File: config.mk
export PLATFORM = sky130hd
export DESIGN_NAME = mem_stage
export DESIGN_NICKNAME = d
export VERILOG_FILES = /design/src/rtl/mem_stage.sv
export SDC_FILE = /design/constraint.sdc
export NUM_CORES = 1
export LEC_CHECK = 0
export ABC_AREA = 1
export ABC_CLOCK_PERIOD_IN_PS = 2100
export CORE_AREA = 2 2 170 172
export CTS_CLUSTER_DIAMETER = 40
export CTS_CLUSTER_SIZE = 25
export DETAILED_ROUTE_END_ITERATION = 6
export DIE_AREA = 0 0 172 174
export GPL_TIMING_DRIVEN = 0
export HOLD_SLACK_MARGIN = 0.02
export PLACE_DENSITY = 0.79
export SYNTH_ARGS = -nofsm -noshare
export SYNTH_HDL_FRONTEND = slang
export SYNTH_SLANG_ARGS = --single-unit
File: constraint.sdc
create_clock -name clk_i -period 2.1 [get_ports clk_i]
set_clock_uncertainty 0.15 [all_clocks]
set_input_delay 0.525 -clock clk_i [delete_from_list [all_inputs] [get_ports clk_i]]
set_output_delay 0.525 -clock clk_i [all_outputs]
set_load 0.005 [all_outputs]
File: src/rtl/mem_stage.sv
// -----------------------------------------------------------------------------
// mem_stage -- RV64I memory stage with a single outstanding data-memory access.
//
// Non-memory instructions (OP, OP-IMM, JAL, branches, anything unlisted) retire
// the cycle after they are accepted. LB/LW/SB/SW issue one word-aligned request
// and hold the pipeline (stall_o) until the memory answers or TIMEOUT cycles
// pass. Unsupported widths and misaligned word accesses retire as faults
// without touching memory.
//
// Ports:
//   clk_i, rsn_i          clock, asynchronous active-low reset
//   valid_i               execute stage presents an instruction
//   pc_i, instr_i         instruction PC and encoding
//   alu_result_i          ALU result / effective address
//   store_data_i          rs2 value for stores
//   mem_ready_i           memory accepts/completes the request this cycle
//   mem_rdata_i           aligned read word (valid with mem_ready_i on a read)
//   mem_req_o, mem_we_o   request strobe, 1 = store
//   mem_addr_o            word-aligned address
//   mem_wdata_o, mem_be_o store data and byte enables
//   stall_o               upstream must hold its inputs
//   wb_valid_o, wb_we_o   one-cycle retire pulse, register write enable
//   wb_rd_o, wb_data_o    destination register and write-back value
//   fault_o, fault_cause_o fault pulse with retire; 01 misaligned,
//                          10 unsupported width, 11 timeout
// -----------------------------------------------------------------------------
module mem_stage #(
    parameter int unsigned TIMEOUT = 64
) (
    input  logic        clk_i,
    input  logic        rsn_i,
    input  logic        valid_i,
    input  logic [63:0] pc_i,
    input  logic [31:0] instr_i,
    input  logic [63:0] alu_result_i,
    input  logic [63:0] store_data_i,
    input  logic        mem_ready_i,
    input  logic [31:0] mem_rdata_i,
    output logic        mem_req_o,
    output logic        mem_we_o,
    output logic [63:0] mem_addr_o,
    output logic [31:0] mem_wdata_o,
    output logic [3:0]  mem_be_o,
    output logic        stall_o,
    output logic        wb_valid_o,
    output logic        wb_we_o,
    output logic [4:0]  wb_rd_o,
    output logic [63:0] wb_data_o,
    output logic        fault_o,
    output logic [1:0]  fault_cause_o
);

    typedef enum logic {
        S_IDLE   = 1'b0,
        S_ACCESS = 1'b1
    } state_e;

    localparam logic [6:0] OP_OP    = 7'b0110011;
    localparam logic [6:0] OP_IMM   = 7'b0010011;
    localparam logic [6:0] OP_JAL   = 7'b1101111;
    localparam logic [6:0] OP_LOAD  = 7'b0000011;
    localparam logic [6:0] OP_STORE = 7'b0100011;

    localparam logic [2:0] F3_BYTE = 3'b000;
    localparam logic [2:0] F3_WORD = 3'b010;

    localparam logic [1:0] CAUSE_NONE     = 2'b00;
    localparam logic [1:0] CAUSE_MISALIGN = 2'b01;
    localparam logic [1:0] CAUSE_WIDTH    = 2'b10;
    localparam logic [1:0] CAUSE_TIMEOUT  = 2'b11;

    localparam int unsigned    CNT_W    = $clog2(TIMEOUT + 1);
    // Counter value during the last cycle the request may stay up unanswered.
    localparam logic [CNT_W-1:0] CNT_LAST = CNT_W'(TIMEOUT - 1);

    // Instruction fields.
    logic [6:0] opcode;
    logic [2:0] funct3;
    logic [4:0] rd;
    assign opcode = instr_i[6:0];
    assign rd     = instr_i[11:7];
    assign funct3 = instr_i[14:12];

    // Upper instruction bits and the upper store half carry nothing this stage needs.
    logic unused_bits;
    assign unused_bits = ^{instr_i[31:15], store_data_i[63:32]};

    state_e            state_q,     state_d;
    logic [CNT_W-1:0]  cnt_q,       cnt_d;
    logic              mem_we_q,    mem_we_d;
    logic [63:0]       mem_addr_q,  mem_addr_d;
    logic [31:0]       mem_wdata_q, mem_wdata_d;
    logic [3:0]        mem_be_q,    mem_be_d;
    logic [1:0]        off_q,       off_d;     // byte offset of the access
    logic              byte_q,      byte_d;    // 1 = LB/SB, 0 = LW/SW
    logic              wb_valid_q,  wb_valid_d;
    logic              wb_we_q,     wb_we_d;
    logic [4:0]        wb_rd_q,     wb_rd_d;
    logic [63:0]       wb_data_q,   wb_data_d;
    logic              fault_q,     fault_d;
    logic [1:0]        cause_q,     cause_d;

    logic is_mem_op, width_ok, misaligned, is_store;
    assign is_mem_op  = (opcode == OP_LOAD) || (opcode == OP_STORE);
    assign is_store   = (opcode == OP_STORE);
    assign width_ok   = (funct3 == F3_BYTE) || (funct3 == F3_WORD);
    assign misaligned = (funct3 == F3_WORD) && (alu_result_i[1:0] != 2'b00);

    // Load result: the addressed byte or the whole word, sign-extended.
    logic [7:0]  rdata_byte;
    logic [63:0] load_data;
    assign rdata_byte = mem_rdata_i[{off_q, 3'b000} +: 8];
    assign load_data  = byte_q ? {{56{rdata_byte[7]}}, rdata_byte}
                               : {{32{mem_rdata_i[31]}}, mem_rdata_i};

    always_comb begin
        // NOTE: every _d gets a default before any branch so no path leaves a
        // combinational output unassigned, which would infer a latch.
        state_d     = state_q;
        cnt_d       = cnt_q;
        mem_we_d    = mem_we_q;
        mem_addr_d  = mem_addr_q;
        mem_wdata_d = mem_wdata_q;
        mem_be_d    = mem_be_q;
        off_d       = off_q;
        byte_d      = byte_q;
        wb_rd_d     = wb_rd_q;
        wb_data_d   = wb_data_q;
        wb_valid_d  = 1'b0;
        wb_we_d     = 1'b0;
        fault_d     = 1'b0;
        cause_d     = CAUSE_NONE;

        if (state_q == S_IDLE) begin
            if (valid_i) begin
                wb_rd_d = rd;
                if (is_mem_op) begin
                    if (!width_ok) begin
                        wb_valid_d = 1'b1;
                        fault_d    = 1'b1;
                        cause_d    = CAUSE_WIDTH;
                    end else if (misaligned) begin
                        wb_valid_d = 1'b1;
                        fault_d    = 1'b1;
                        cause_d    = CAUSE_MISALIGN;
                    end else begin
                        state_d    = S_ACCESS;
                        cnt_d      = '0;
                        mem_we_d   = is_store;
                        mem_addr_d = {alu_result_i[63:2], 2'b00};
                        off_d      = alu_result_i[1:0];
                        byte_d     = (funct3 == F3_BYTE);
                        // Reads always fetch the full word; only byte stores narrow the enables.
                        if (is_store && (funct3 == F3_BYTE)) begin
                            mem_be_d    = 4'b0001 << alu_result_i[1:0];
                            mem_wdata_d = {4{store_data_i[7:0]}};
                        end else begin
                            mem_be_d    = 4'b1111;
                            mem_wdata_d = store_data_i[31:0];
                        end
                    end
                end else if ((opcode == OP_OP) || (opcode == OP_IMM)) begin
                    wb_valid_d = 1'b1;
                    wb_we_d    = (rd != 5'd0);
                    wb_data_d  = alu_result_i;
                end else if (opcode == OP_JAL) begin
                    wb_valid_d = 1'b1;
                    wb_we_d    = (rd != 5'd0);
                    wb_data_d  = pc_i + 64'd4;
                end else begin
                    // Branches and unlisted opcodes retire without a write.
                    wb_valid_d = 1'b1;
                end
            end
        end else begin
            // A response in the final counted cycle still completes normally.
            if (mem_ready_i) begin
                state_d    = S_IDLE;
                wb_valid_d = 1'b1;
                wb_we_d    = !mem_we_q && (wb_rd_q != 5'd0);
                wb_data_d  = load_data;
            end else if (cnt_q == CNT_LAST) begin
                state_d    = S_IDLE;
                wb_valid_d = 1'b1;
                fault_d    = 1'b1;
                cause_d    = CAUSE_TIMEOUT;
            end else begin
                cnt_d = cnt_q + CNT_W'(1);
            end
        end
    end

    // NOTE: state registers use non-blocking assignments so every flop samples
    // the pre-edge value of every other flop.
    always_ff @(posedge clk_i or negedge rsn_i) begin
        if (!rsn_i) begin
            state_q     <= S_IDLE;
            cnt_q       <= '0;
            mem_we_q    <= 1'b0;
            mem_addr_q  <= '0;
            mem_wdata_q <= '0;
            mem_be_q    <= '0;
            off_q       <= '0;
            byte_q      <= 1'b0;
            wb_valid_q  <= 1'b0;
            wb_we_q     <= 1'b0;
            wb_rd_q     <= '0;
            wb_data_q   <= '0;
            fault_q     <= 1'b0;
            cause_q     <= CAUSE_NONE;
        end else begin
            state_q     <= state_d;
            cnt_q       <= cnt_d;
            mem_we_q    <= mem_we_d;
            mem_addr_q  <= mem_addr_d;
            mem_wdata_q <= mem_wdata_d;
            mem_be_q    <= mem_be_d;
            off_q       <= off_d;
            byte_q      <= byte_d;
            wb_valid_q  <= wb_valid_d;
            wb_we_q     <= wb_we_d;
            wb_rd_q     <= wb_rd_d;
            wb_data_q   <= wb_data_d;
            fault_q     <= fault_d;
            cause_q     <= cause_d;
        end
    end

    // Request and stall follow the state register directly, so reset drops them at once.
    assign mem_req_o     = (state_q == S_ACCESS);
    assign stall_o       = (state_q == S_ACCESS);
    assign mem_we_o      = mem_we_q;
    assign mem_addr_o    = mem_addr_q;
    assign mem_wdata_o   = mem_wdata_q;
    assign mem_be_o      = mem_be_q;
    assign wb_valid_o    = wb_valid_q;
    assign wb_we_o       = wb_we_q;
    assign wb_rd_o       = wb_rd_q;
    assign wb_data_o     = wb_data_q;
    assign fault_o       = fault_q;
    assign fault_cause_o = cause_q;

endmodule

; Word level (Yosys, flattened, before mapping)
; Index checks and enable logic that the tools add are counted.
; Widths: inputs -> output; s select.
[totals]
reg_bits = 184
latchBits = 0
ram_bits = 0
mem_bits_ro = 0
output_inout_bits = 177
wordCells = 98
n_memories = 0
[op_classes]
n_addsub = 2
mul = 0
div = 0
magnitude_cmp = 0
n_eq_ne = 12
n_shift = 2
muxes = 47
bitwise_logic = 2
reduce_logical = 19
[ops]
columns = cell, count
row1 = $mux 64, 7
row2 = $add 64x3->64 const B, 1
row3 = $mux 7, 7
row4 = $mux 32, 1
row5 = $shiftx 32x6->8, 1
row6 = $mux 1, 25
row7 = $eq 7x6->1 const B, 3
row8 = $mux 2, 6
row9 = $ne 2x2->1 const B, 5
row10 = $reduce_bool 5->1, 2
row11 = $reduce_bool 2->1, 4
row12 = $add 7x1->7 const B, 1
row13 = $eq 7x2->1 const B, 1
row14 = $eq 7x5->1 const B, 1
row15 = $eq 7x7->1 const B, 1
row16 = $reduce_and 6->1, 1
row17 = $reduce_and 5->1, 1
row18 = $mux 4, 1
row19 = $reduce_and 4->1, 1
row20 = $shl 1x2->4 const A, 1
row21 = $eq 3x2->1 const B, 1
row22 = $logic_and 1x1->1, 3
row23 = $logic_not 3->1, 1
row24 = $logic_or 1x1->1, 3
row25 = 4 further kinds, 5

; Depth between registers and ports, before layout
[logic_depth]
ltp_word = 7
mapped_depth = 12

; Worst setup path before layout
; No wires, ideal clock.
[synth_path]
kind = input -> register
from = in instr_i[1]
to = reg wb_data_q[34] (netlist: wb_data_o[34])
setup_ns = 0.123
t_arrival_ns = 1.689
path_slack_ns = 0.138
cell_stages = 10
path_cell_list = nand2_1 > nor3_4 > nand3_2 > buf_6 > nand3_2 > nand2_2 > buf_6 > a21oi_4 > buf_6 > a21oi_2
[synth_between]
elab_chain_cells = 6
word_cells_on_any_way = 14
classes_between = 6 x eq/ne / 4 x mux / 4 x reduce/logical
[synth_rtl]
columns = element, line
row1 = start: declaration, 34  ; input logic [31:0] instr_i,
row2 = $eq 7x6->1 / $eq 7x5->1 (equally long branches), 162  ; end else if ((opcode == OP_OP) || (opcode == OP_IMM)) begin
row3 = $logic_or 1x1->1, 162
row4 = $mux 64, 162
row5 = $mux 64, 137  ; if (is_mem_op) begin
row6 = $mux 64, 135  ; if (valid_i) begin
row7 = $mux 64, 134  ; if (state_q == S_IDLE) begin
row8 = end signal: assignment, 223  ; wb_data_q <= wb_data_d;
row9 = end: declaration, 99  ; logic [63:0] wb_data_q, wb_data_d;
; Several ways; a longest one is shown, not always the timed one. The select of a mux whose other input is x is not followed.
; A chain may end at the register's enable or synchronous reset.

; Worst setup path after layout
[layout_path]
from = in pc_i[40]
to = reg wb_data_q[57] (netlist: wb_data_o[57])
[layout_between]
elab_chain_cells = 6
[layout_rtl]
columns = element, line
row1 = start: declaration, 33  ; input logic [63:0] pc_i,
row2 = $add 64x3->64, 169  ; wb_data_d = pc_i + 64'd4;
row3 = $mux 64, 166  ; end else if (opcode == OP_JAL) begin
row4 = $mux 64, 162
row5 = $mux 64, 137
row6 = $mux 64, 135
row7 = $mux 64, 134
; Every way passes these cells. The select of a mux whose other input is x is not followed.

==> out/qor.yml <==
synth_top_area_cell: "dfrtp_1"
fp.dieH_um: 174
postSynthAreaPerCell_um2: 7.024
start_kind: "primary input"
fin_tns_setup_ns: 0
p_leak_nw: 8.151
critPathSlowestCell: "clkdlybuf4s50_1"
dp_hpwl_um: 38290
syn_inst: 1537
worstPathArrival_ns: 2.25
worstSkewPairLatency_ns: 0.45
io_buffers: 385
detail-route-antenna-nets: 0
cp-end-kind: "flop"
layout_commonest_cell: "nand2_1"
cts_sinks: 184
synthesis.area_mm2: 0.01080
grt_pass1_wl_um: 71390
drc_errors: 0
grt_use_total: 0.3196
synth.area.top_cells: "dfrtp_1 43%, nand2_1 15%, nor2_1 7.6%, a21oi_1 6.4%, inv_1 5.4%"
fill_cells: 2601
power_w: 0.01058
r2r_end: "wb_data_o[48]"
hold_ws_ns: 0.3239
ys_warn_count: 0
ys_ff_latch: 184
initial_core_util: 0.3824
clkTransAtPathRegs_ns: 0.08
grt_pass1_vias: 12180
hp-class: "flop to flop"
pin_count: 437
maxCapViolCount: 0
tritoncts: "built"
drt_iter0_markers: 1234
setup_viol: 0
required_ns: 2.28
path_class: "primary input to flop"
worst_pin_slew_ns: 0.6847
cts_made_buffers: 17
clockBufferDepth: 2
finalHoldViolCount: 0
max_slew_margin: 0.5436
drive_above_1_share: 0.1462
wl_per_cell_um: 20.37
syn2layout_area_growth_pct: 57.19
hp-start: "mem_addr_o[30]"
yosysSeqAreaShare: 0.4265
vias_per_cell: 5.229
r2r_slack_ns: 0.08
power_density_mw_per_mm2: 623.2
synth_cell_types: 43
final_cell_mix: "390 x nand2_1, 334 x clkdlybuf4s50_1, 183 x dfrtp_1, 161 x nor2_1, 151 x inv_1"
period_share: 0.9844
cts_root_buf: "clkbuf_16"
min_to: "mem_addr_o[30]"
antenna_found_initial: 7
cts_max_level: 4
grt_max_degree: 102
routed_wl_um: 48800
dieArea_mm2: 0.02993
critPathMaxStageDelay_ns: 0.57
worstReg2RegStart: "mem_req_o"
path_max_fanout: 4
final.min_clock_period_ns: 2.067
rsz0062_at_grt: "yes"
hold_depth: 2
fin_nets: 2253
reg2reg_depth: 11
netlist.area_leader.share: 0.4265
crit_path_frequent_cell: "nand2_1"
status: "finished, final reports clean"
gp_congestion: 1.012
vias: 12530
final_max_slew_viol_count: 0
grt-ovfl-total: 0
fp.dieW_um: 172
crit_chain: "clkdlybuf4s50_1 -> nand2_1 -> nor2_4 -> nand2_1 -> nor2_2 -> nand2_1 -> o21ai_0 -> nand3_1 -> nand2_1 -> a21oi_1"
rows: 62
core_mm2: 0.02824
irDropWorstVdd_uv: 398.8
drtPass1Iterations: 5
fmax_mhz: 483.7
[state kept, by name, indices dropped and copies added (netlist names)]
name and count:
wb_data_o 64, mem_addr_o 62, mem_wdata_o 32, cnt_q 7
wb_rd_o 5, mem_be_o 4, fault_cause_o 2, off_q 2
byte_q 1, fault_o 1, mem_req_o 1, mem_we_o 1
wb_valid_o 1, wb_we_o 1
[logic make-up (layout without fill, tap and decap cells)]
family          after synthesis  count (layout)  share of synthesized area
buf+inv                     230             696                    0.09004
compound gates              330             330                     0.1660
xor+xnor                     27              27                    0.02190
flops                       184             184                     0.4265
fa+ha+maj                     2               2                   0.002317
mux                           8               8                   0.007417
other cells                   1              10                  0.0003473
simple gates                755             755                     0.2855
[what timing repair did]
item | in CTS | in global routing
gates resized for setup | 131 | 154
hold endpoints to repair | 83 | 0
endpoints found under the setup margin | 166 | 162
gates cloned | 3 | 0
hold buffers | 1 | 0
setup buffers | 32 | 13
pin swaps | 21 | 18
[Yosys cell counts, drive strengths merged]
cell type	number
nor3	5
dfrtp	184
conb	1
and2	1
clkinv	1
buf	42
a21oi	149
o21a	2
clkbuf	27
xor2	18
o41ai	1
o211ai	6
nor3b	1
nand3	72
a31oi	30
nand3b	2
ha	2
xnor2	9
o31ai	1
nor2	226
o2bb2ai	1
o21ai	131
mux2i	8
or2	1
inv	160
nand2	434
o21bai	8
nand4	13
a311oi	1
[critical path, delay by kind of cell]
kind | cells | cell delay (ns)
buffers and inverters | 1 | 0.57
AOI/OAI and AO/OA | 2 | 0.22
and+or+nand+nor | 7 | 0.92
[power breakdown]
part / internal (W) / switching [W] / total, W
Sequential: 0.00400 / 0.000307 / 0.00431
Combinational: 0.00147 / 0.00113 / 0.00260
Clock: 0.00206 / 0.00160 / 0.00367
Total: 0.00753 / 0.00304 / 0.0106
[how the worst max path moves through the flow]
| stage | endpoint | slack, ns | startpoint |
|---|---|---|---|
| 2_1_floorplan | wb_data_o[34] | 0.14 | instr_i[1] |
| 3_3_place_gp | mem_addr_o[49] | -7.39 | rsn_i |
| 3_5_place_dp | wb_data_o[9] | -0.89 | instr_i[2] |
| 4_1_cts | wb_data_o[34] | 0.0002 | pc_i[15] |
| 5_1_grt | wb_data_o[57] | -0.08 | pc_i[40] |
| 6_report | wb_data_o[57] | 0.03 | pc_i[40] |
[per-stage QoR]
step                  util  area, um2  worst slack [ns]  cells
finish              0.6010      16970           0.03278   2396
CTS                 0.5829      16460         0.0001796   2375
global route        0.6009      16970          -0.08235   2394
floorplan                -      10800            0.1376   1538
global placement    0.5360      15130            -7.390   2307
detailed placement  0.5371      15170           -0.8869   2308
[metal layers]
| metal | vias to the layer above | GRT usage | share of wire | wire length, um |
|---|---|---|---|---|
| met4 | 2 | 0.1327 | 0.039 | 1912 |
| met3 | 105 | 0.06011 | 0.074 | 3608 |
| met2 | 560 | 0.5072 | 0.46 | 22610 |
| met1 | 5999 | 0.4281 | 0.42 | 20650 |
| li1 | 5863 | - | - | - |
| met5 | - | 0 | 0.00025 | 12 |
[layout make-up]
class,count,area [um2],area share
clock buffer,18,439.2,0.02588
clock inverter,14,205.2,0.01209
antenna,8,20.02,0.001180
tap,384,480.5,0.02831
multi-input combinational,1124,5764,0.3396
buffer,68,446.7,0.02632
sequential,184,4606,0.2714
timing repair buffer,435,4393,0.2588
inverter,161,616.8,0.03635
(Power assumes the default switching activity.)
